--- src/rtl/fan_pkg.sv ---
// fan_pkg: shared types and constants for the fan-control sensor path.
//   sched_state_t : scheduler FSM states
//   temp_t        : 8-bit signed temperature
//   SENSOR1/2     : bus_sel encodings
//   TEMP_INVALID  : sentinel returned for a host read that timed out
//   sel_mask()    : one-hot stale-bit mask for a sensor select
package fan_pkg;

  typedef enum logic [1:0] {
    ST_IDLE = 2'd0,
    ST_REQ  = 2'd1,
    ST_DONE = 2'd2
  } sched_state_t;

  typedef logic signed [7:0] temp_t;

  localparam logic  SENSOR1      = 1'b0;
  localparam logic  SENSOR2      = 1'b1;
  localparam temp_t TEMP_INVALID = temp_t'(8'h80);

  function automatic logic [1:0] sel_mask(input logic sel);
    return (sel == SENSOR2) ? 2'b10 : 2'b01;
  endfunction

endpackage

--- src/rtl/fan_sensor_scheduler_if.sv ---
// fan_sensor_scheduler_if: shared temperature-sensor read bus.
//   bus_req  : read request, held until ack or timeout
//   bus_sel  : addressed sensor, stable while bus_req = 1
//   bus_ack  : one-cycle response strobe
//   bus_data : signed reading, valid with bus_ack
// master = scheduler side, slave = sensor side.
interface fan_sensor_scheduler_if;
  import fan_pkg::*;

  logic  bus_req;
  logic  bus_sel;
  logic  bus_ack;
  temp_t bus_data;

  modport master (output bus_req, output bus_sel, input bus_ack, input bus_data);
  modport slave  (input bus_req, input bus_sel, output bus_ack, output bus_data);

endinterface

--- src/rtl/sample_tick_gen.sv ---
// sample_tick_gen: periodic round trigger.
//   clk, reset (sync, active-low), enable : counter runs only while enable = 1
//   tick : one-cycle pulse, registered, the cycle after the counter wraps
module sample_tick_gen #(
  parameter int unsigned PERIOD = 100
) (
  input  logic clk,
  input  logic reset,
  input  logic enable,
  output logic tick
);

  localparam int unsigned   CW   = $clog2(PERIOD);
  localparam logic [CW-1:0] LAST = CW'(PERIOD - 1);

  logic [CW-1:0] cnt_r;

  // Period counter: 0..PERIOD-1 while enabled, parked at 0 when disabled.
  always_ff @(posedge clk) begin
    if (!reset) begin
      cnt_r <= '0;
      tick  <= 1'b0;
    end else if (!enable) begin
      cnt_r <= '0;
      tick  <= 1'b0;
    end else if (cnt_r == LAST) begin
      cnt_r <= '0;
      tick  <= 1'b1;
    end else begin
      cnt_r <= cnt_r + CW'(1);
      tick  <= 1'b0;
    end
  end

endmodule

--- src/rtl/fan_sensor_scheduler.sv ---
// fan_sensor_scheduler: arbitrates the single sensor bus between a periodic
// poller (sensor 1 then sensor 2 every SAMPLE_PERIOD cycles) and a host read
// port, keeps the last good reading of each sensor and flags timeouts.
//   clk, reset (sync, active-low), enable (periodic polling)
//   bus        : sensor bus, master side
//   host_req/host_sel in; host_grant/host_data out (pulse + result)
//   sensor1_temp, sensor2_temp : last valid readings
//   stale      : bit n = sensor n+1 timed out on its latest access
//   round_done : one-cycle pulse per completed periodic round
module fan_sensor_scheduler
  import fan_pkg::*;
#(
  parameter int unsigned SAMPLE_PERIOD = 100,
  parameter int unsigned TIMEOUT       = 16
) (
  input  logic                          clk,
  input  logic                          reset,
  input  logic                          enable,
  fan_sensor_scheduler_if.master        bus,
  input  logic                          host_req,
  input  logic                          host_sel,
  output logic                          host_grant,
  output temp_t                         host_data,
  output temp_t                         sensor1_temp,
  output temp_t                         sensor2_temp,
  output logic [1:0]                    stale,
  output logic                          round_done
);

  localparam int unsigned    TCW     = $clog2(TIMEOUT + 1);
  localparam logic [TCW-1:0] TO_LAST = TCW'(TIMEOUT - 1);

  sched_state_t   state_r, state_next_s;
  logic [TCW-1:0] tcnt_r;
  logic           cur_host_r, cur_sel_r, bus_req_r;
  logic           host_pend_r, host_sel_r, round_pend_r;
  logic           tick_s;
  logic           take_host_s, take_round_s, go_s2_s;
  logic           got_ack_s, timed_out_s, end_host_s, end_round_s, enter_done_s;

  sample_tick_gen #(.PERIOD(SAMPLE_PERIOD)) u_tick (
    .clk    (clk),
    .reset  (reset),
    .enable (enable),
    .tick   (tick_s)
  );

  assign bus.bus_req  = bus_req_r;
  assign bus.bus_sel  = cur_sel_r;
  assign enter_done_s = got_ack_s | timed_out_s;

  // Next-state and event decode; host wins IDLE arbitration, rounds are atomic.
  always_comb begin
    state_next_s = state_r;
    take_host_s  = 1'b0;
    take_round_s = 1'b0;
    go_s2_s      = 1'b0;
    got_ack_s    = 1'b0;
    timed_out_s  = 1'b0;
    end_host_s   = 1'b0;
    end_round_s  = 1'b0;
    case (state_r)
      ST_IDLE: begin
        if (host_pend_r) begin
          take_host_s  = 1'b1;
          state_next_s = ST_REQ;
        end else if (round_pend_r) begin
          take_round_s = 1'b1;
          state_next_s = ST_REQ;
        end else begin
          state_next_s = ST_IDLE;
        end
      end
      ST_REQ: begin
        // Ack is checked first so an ack on the final cycle counts as success.
        if (bus.bus_ack) begin
          got_ack_s    = 1'b1;
          state_next_s = ST_DONE;
        end else if (tcnt_r == TO_LAST) begin
          timed_out_s  = 1'b1;
          state_next_s = ST_DONE;
        end else begin
          state_next_s = ST_REQ;
        end
      end
      ST_DONE: begin
        if (cur_host_r) begin
          end_host_s   = 1'b1;
          state_next_s = ST_IDLE;
        end else if (cur_sel_r == SENSOR1) begin
          go_s2_s      = 1'b1;
          state_next_s = ST_REQ;
        end else begin
          end_round_s  = 1'b1;
          state_next_s = ST_IDLE;
        end
      end
      default: begin
        state_next_s = ST_IDLE;
      end
    endcase
  end

  // State, transaction context, result registers, pending latches and pulses.
  always_ff @(posedge clk) begin
    if (!reset) begin
      state_r      <= ST_IDLE;
      tcnt_r       <= '0;
      cur_host_r   <= 1'b0;
      cur_sel_r    <= SENSOR1;
      bus_req_r    <= 1'b0;
      host_pend_r  <= 1'b0;
      host_sel_r   <= SENSOR1;
      round_pend_r <= 1'b0;
      host_grant   <= 1'b0;
      host_data    <= '0;
      sensor1_temp <= '0;
      sensor2_temp <= '0;
      stale        <= 2'b00;
      round_done   <= 1'b0;
    end else begin
      state_r   <= state_next_s;
      bus_req_r <= (state_next_s == ST_REQ);
      tcnt_r    <= (state_r == ST_REQ && state_next_s == ST_REQ) ? tcnt_r + TCW'(1) : '0;

      if (take_host_s) begin
        cur_host_r <= 1'b1;
        cur_sel_r  <= host_sel_r;
      end else if (take_round_s) begin
        cur_host_r <= 1'b0;
        cur_sel_r  <= SENSOR1;
      end else if (go_s2_s) begin
        cur_sel_r  <= SENSOR2;
      end

      if (got_ack_s) begin
        if (cur_sel_r == SENSOR1) begin
          sensor1_temp <= bus.bus_data;
        end else begin
          sensor2_temp <= bus.bus_data;
        end
        stale <= stale & ~sel_mask(cur_sel_r);
      end else if (timed_out_s) begin
        stale <= stale | sel_mask(cur_sel_r);
      end

      // Pulses are registered on DONE entry so they occupy the DONE cycle.
      host_grant <= enter_done_s && cur_host_r;
      round_done <= enter_done_s && !cur_host_r && (cur_sel_r == SENSOR2);
      if (enter_done_s && cur_host_r) begin
        host_data <= got_ack_s ? bus.bus_data : TEMP_INVALID;
      end

      // A request arriving in the DONE cycle of a host read re-arms the latch.
      if (host_req && (!host_pend_r || end_host_s)) begin
        host_pend_r <= 1'b1;
        host_sel_r  <= host_sel;
      end else if (end_host_s) begin
        host_pend_r <= 1'b0;
      end

      // Ticks arriving while a round is already pending are dropped.
      if (!enable) begin
        round_pend_r <= 1'b0;
      end else if (end_round_s) begin
        round_pend_r <= 1'b0;
      end else if (tick_s) begin
        round_pend_r <= 1'b1;
      end
    end
  end

endmodule

--- src/flat_wrapper.sv ---
// flat-port wrapper written by rule: the top's interface ports become plain ports
module fan_sensor_scheduler_flat import fan_pkg::*;
#(
  parameter int unsigned SAMPLE_PERIOD = 100,
  parameter int unsigned TIMEOUT       = 16
)
  (clk, reset, enable, host_req, host_sel, host_grant, host_data, sensor1_temp, sensor2_temp, stale, round_done, bus_bus_req, bus_bus_sel, bus_bus_ack, bus_bus_data);
  fan_sensor_scheduler_if bus_i ();
  input  logic clk;
  input  logic reset;
  input  logic enable;
  input  logic host_req;
  input  logic host_sel;
  output logic host_grant;
  output temp_t host_data;
  output temp_t sensor1_temp;
  output temp_t sensor2_temp;
  output logic [1:0] stale;
  output logic round_done;
  output wire logic [$bits(bus_i.bus_req)-1:0] bus_bus_req;
  output wire logic [$bits(bus_i.bus_sel)-1:0] bus_bus_sel;
  input wire logic [$bits(bus_i.bus_ack)-1:0] bus_bus_ack;
  input wire logic [$bits(bus_i.bus_data)-1:0] bus_bus_data;
  assign bus_bus_req = bus_i.bus_req;
  assign bus_bus_sel = bus_i.bus_sel;
  assign bus_i.bus_ack = bus_bus_ack;
  assign bus_i.bus_data = bus_bus_data;
  fan_sensor_scheduler #(.SAMPLE_PERIOD(SAMPLE_PERIOD), .TIMEOUT(TIMEOUT)) u_core (.clk(clk), .reset(reset), .enable(enable), .bus(bus_i), .host_req(host_req), .host_sel(host_sel), .host_grant(host_grant), .host_data(host_data), .sensor1_temp(sensor1_temp), .sensor2_temp(sensor2_temp), .stale(stale), .round_done(round_done));
endmodule
--- config.mk ---
export PLATFORM = sky130hd
export DESIGN_NAME = fan_sensor_scheduler_flat
export DESIGN_NICKNAME = d
export VERILOG_FILES = /design/src/rtl/fan_pkg.sv /design/src/rtl/fan_sensor_scheduler_if.sv /design/src/rtl/sample_tick_gen.sv /design/src/rtl/fan_sensor_scheduler.sv /design/src/flat_wrapper.sv
export SDC_FILE = /design/constraint.sdc
export NUM_CORES = 1
export LEC_CHECK = 0
export ABC_AREA = 1
export BUFFER_PORTS_ARGS = -buffer_cell sky130_fd_sc_hd__buf_2
export CAP_MARGIN = 30
export CORE_ASPECT_RATIO = 1.5
export CORE_MARGIN = 2
export CORE_UTILIZATION = 53
export DETAILED_ROUTE_END_ITERATION = 16
export GPL_TIMING_DRIVEN = 0
export PLACE_DENSITY = 0.76
export REMOVE_ABC_BUFFERS = 1
export SLEW_MARGIN = 25
export SYNTH_ARGS = -nofsm -noshare
export SYNTH_HDL_FRONTEND = slang
export SYNTH_SLANG_ARGS = --single-unit
--- constraint.sdc ---
create_clock -name clk -period 1.6 [get_ports clk]
set_input_delay 0.16 -clock clk [delete_from_list [all_inputs] [get_ports clk]]
set_output_delay 0.16 -clock clk [all_outputs]
set_load 0.05 [all_outputs]
==> impl_metrics.json <==
{
  "die_area_um2": 4320,
  "rsz0062_at_grt": "no",
  "maxSlewViolCount": 0,
  "numCtsBuffers": 5,
  "synth-compound-area-share_pct": 7.71,
  "fill_cells": 328,
  "clkTransAtPathRegs_ns": 0.08,
  "yosys.area_share.xor_xnor_pct": 2.18,
  "crit_type": "register to register",
  "pwr-share-seq_pct": 52.7,
  "wl_met1_um": 1570,
  "fmax_mhz": 658,
  "fin_setup_tns_ns": 0,
  "swShare_pct": 25.0,
  "setup_violations": 0,
  "wl_met2_um": 2220,
  "grt_usage_pct": 19.8,
  "maxCapViolCount": 0,
  "worst_slack_ns": 0.0799,
  "grt_pass1_vias": 1449,
  "portBuffers": 43,
  "min_period_ns": 1.52,
  "cts_root_buf": "clkbuf_8",
  "syn_area_per_cell_um2": 8.11,
  "drive_above_1_share_pct": 24.0,
  "intPower_uw": 1830,
  "first_iter_violations": 53,
  "die_height_um": 79.5,
  "globalRouteOverflowTotal": 0,
  "cts_sinks": 49,
  "cts_tree": "done",
  "synth_fa_ha_area_share_pct": 1.87,
  "core_area_um2": 3650,
  "ys_seq_area_share_pct": 48.8,
  "power.switching_uw": 610,
  "synth_top_family_by_area": "simple AND/OR/NAND/NOR gates",
  "tightest_slew_ns": 0.676,
  "grt_pass1_wl_um": 6160,
  "syn_to_final_growth_pct": 17.2,
  "nets": 308,
  "vias_per_cell": 5.02,
  "die_w_um": 54.3,
  "synth_cell_types": 28,
  "hold_viol": 0,
  "clockBufferDepth": 2,
  "crit_arrival_ns": 1.74,
  "fp-row-count": 27,
  "worstPathRequired_ns": 1.82,
  "crit_fanout": 4,
  "wire_per_inst_um": 12.2,
  "cp-start-kind": "register",
  "n_antenna_cell": 0,
  "grt_max_degree": 24,
  "top_layer": "met4",
  "postRouteAntennaNets": 0,
  "clkPwrFrac_pct": 36.5,
  "io_pins": 44,
  "seqCellArea_um2": 981,
  "synthMuxAreaShare_pct": 0,
  "period_share_pct": 95.0,
  "met3_length_um": 220,
  "hp-start": "enable",
  "relSlewSlack_pct": 54.9,
  "synth_area_um2": 2010,
  "p_leak_uw": 0.00107,
  "holdCritPathClass": "input pin to register",
  "critPathCaptureType": "register",
  "p_per_area_nw_per_um2": 1040,
  "synthSimpleGateAreaFrac_pct": 31.3,
  "route.detailed.drc": 0,
  "start_util_pct": 55.1,
  "place.gp.congestion": 0.713,
  "yosys_warnings": 0,
  "finalClockSkew_ns": 0.00519,
  "cp-startpoint": "u_core.tcnt_r[0]$_SDFF_PN0_",
  "share_comb_of_total_power_pct": 10.8,
  "wirelength_um": 4070,
  "hold_buffers": 0,
  "syn_inst": 248,
  "reg2reg_from": "u_core.tcnt_r[0]$_SDFF_PN0_",
  "status": "completed",
  "pre_cts_ws_ns": 0.0432,
  "worstSkewPairLatency_ns": 0.30,
  "antenna_found_initial": 0,
  "peakVddDrop_mv": 0.993,
  "vias": 1682,
  "multi_input_area_um2": 890,
  "h-tree-depth": 2,
  "ys_ff_latch": 49,
  "firstDrtPassIters": 5,
  "hpwl_um": 2830
}
sequential cells by signal, indices dropped and copies added, names as in the netlist, 2 cells and up, named ones only:
signal	flops
u_core.u_tick.cnt_r	7
u_core.tcnt_r	5
u_core.sensor2_temp	8
u_core.state_r	2
u_core.host_data	8
u_core.sensor1_temp	8
placed cells by master, fill, tap and decap left out, types with 2 or more instances in the layout:
master / netlist / final
nor2_1: 40 / 40
o21ai_1: 2 / 2
xor2_1: 2 / 2
buf_2: 3 / 43
a21oi_1: 14 / 13
o21ai_0: 3 / 3
nand3_2: 3 / 3
inv_1: 23 / 22
xnor2_1: 3 / 3
dfxtp_1: 49 / 49
inv_2: 1 / 2
nand2_1: 47 / 46
nand3_1: 24 / 24
a21oi_2: 6 / 7
nand2_4: 2 / 2
nand3b_1: 7 / 7
clkbuf_8: 0 / 6
ha_1: 3 / 3
nand4_1: 3 / 3
worst max-delay path: stages, from the launching register on:
cell     delay (ns)
dfxtp_1        0.34
ha_1           0.22
and3_1         0.18
ha_1           0.18
inv_2          0.08
nand2_2        0.10
nand3_2        0.14
nand2_1        0.07
a21oi_1        0.13
stage by stage:
stage | hold slack, ns | util [%] | cells | area (um^2) | total power (uW)
global placement | 0.414 | 60.6 | 325 | 2210 | 1570
global route | 0.112 | 64.6 | 335 | 2360 | 2530
detailed placement | 0.421 | 60.6 | 325 | 2210 | 1570
CTS | 0.0991 | 63.8 | 333 | 2330 | 2460
finish | 0.103 | 64.6 | 335 | 2360 | 2440
floorplan | 0.276 | - | 239 | 1940 | 1490
routing by layer:
| layer | global-route usage (%) | vias to the layer above |
|---|---|---|
| li1 | - | 877 |
| met1 | 19.8 | 752 |
| met2 | 36.7 | 47 |
| met3 | 5.06 | 6 |
| met4 | 7.50 | 0 |
| met5 | 0 | - |
final cells by class:
cell class,count,area share [%]
Clock inverter,1,1.27
Multi-Input combinational cell,166,37.7
Sequential cell,49,41.6
Tap cell,43,2.28
Inverter,25,3.98
Clock buffer,7,3.66
Timing Repair Buffer,44,9.45
power by group through the flow:
stage                     Clock (uW)  Sequential [uW]  Combinational, uW
after CTS                        913             1290                259
after floorplan                    0             1380                110
after global routing             952             1290                286
final                            892             1290                263
after detailed placement           0             1320                258
after global placement             0             1310                256
worst paths after layout:
| kind | cells past startpoint | slack [ns] | end |
|---|---|---|---|
| worst max-delay path | 8 | 0.08 | u_core.host_data[2]$_SDFFE_PN0P_ |
| worst min-delay path | 3 | 0.10 | u_core.u_tick.tick$_SDFF_PN0_ |
| worst max register to register | 8 | 0.08 | u_core.host_data[2]$_SDFFE_PN0P_ |
| worst min register to register | 1 | 0.46 | u_core.u_tick.cnt_r[0]$_SDFF_PP0_ |
cell families after synthesis:
logic type,after synthesis
and+or+nand+nor,131
DFF,49
buffers and inverters,34
AOI/OAI and AO/OA,26
xor gates and xnor gates,5
adders and majority gates,3
cells in the mapped netlist:
cell / number / area share [%]
o21ai_0: 3 / 0.75
xnor2_1: 3 / 1.3
nand4_1: 3 / 0.93
nor2_8: 1 / 1.0
o21bai_1: 1 / 0.37
o21ai_1: 2 / 0.50
inv_1: 23 / 4.3
nand3_1: 24 / 6.0
xor2_1: 2 / 0.87
nor3_4: 1 / 0.81
nor3_1: 1 / 0.25
a21oi_1: 14 / 3.5
inv_2: 1 / 0.19
buf_2: 3 / 0.75
nand3_2: 3 / 1.5
clkinv_1: 1 / 0.19
clkbuf_1: 1 / 0.19
nand2_1: 47 / 8.8
buf_4: 1 / 0.37
and3_1: 1 / 0.31
a21oi_2: 6 / 2.6
nand2_4: 2 / 1.1
dfxtp_1: 49 / 49
nor2_1: 40 / 7.5
ha_1: 3 / 1.9
nand3b_1: 7 / 2.6
nor2_4: 1 / 0.56
buf_6: 4 / 2.2
repair_timing:
item / in CTS / in global routing
gates resized for setup: 0 / 4
setup buffers: 0 / 1
endpoints found under the setup margin: 0 / 8
Power figures use the tool's default switching activity.
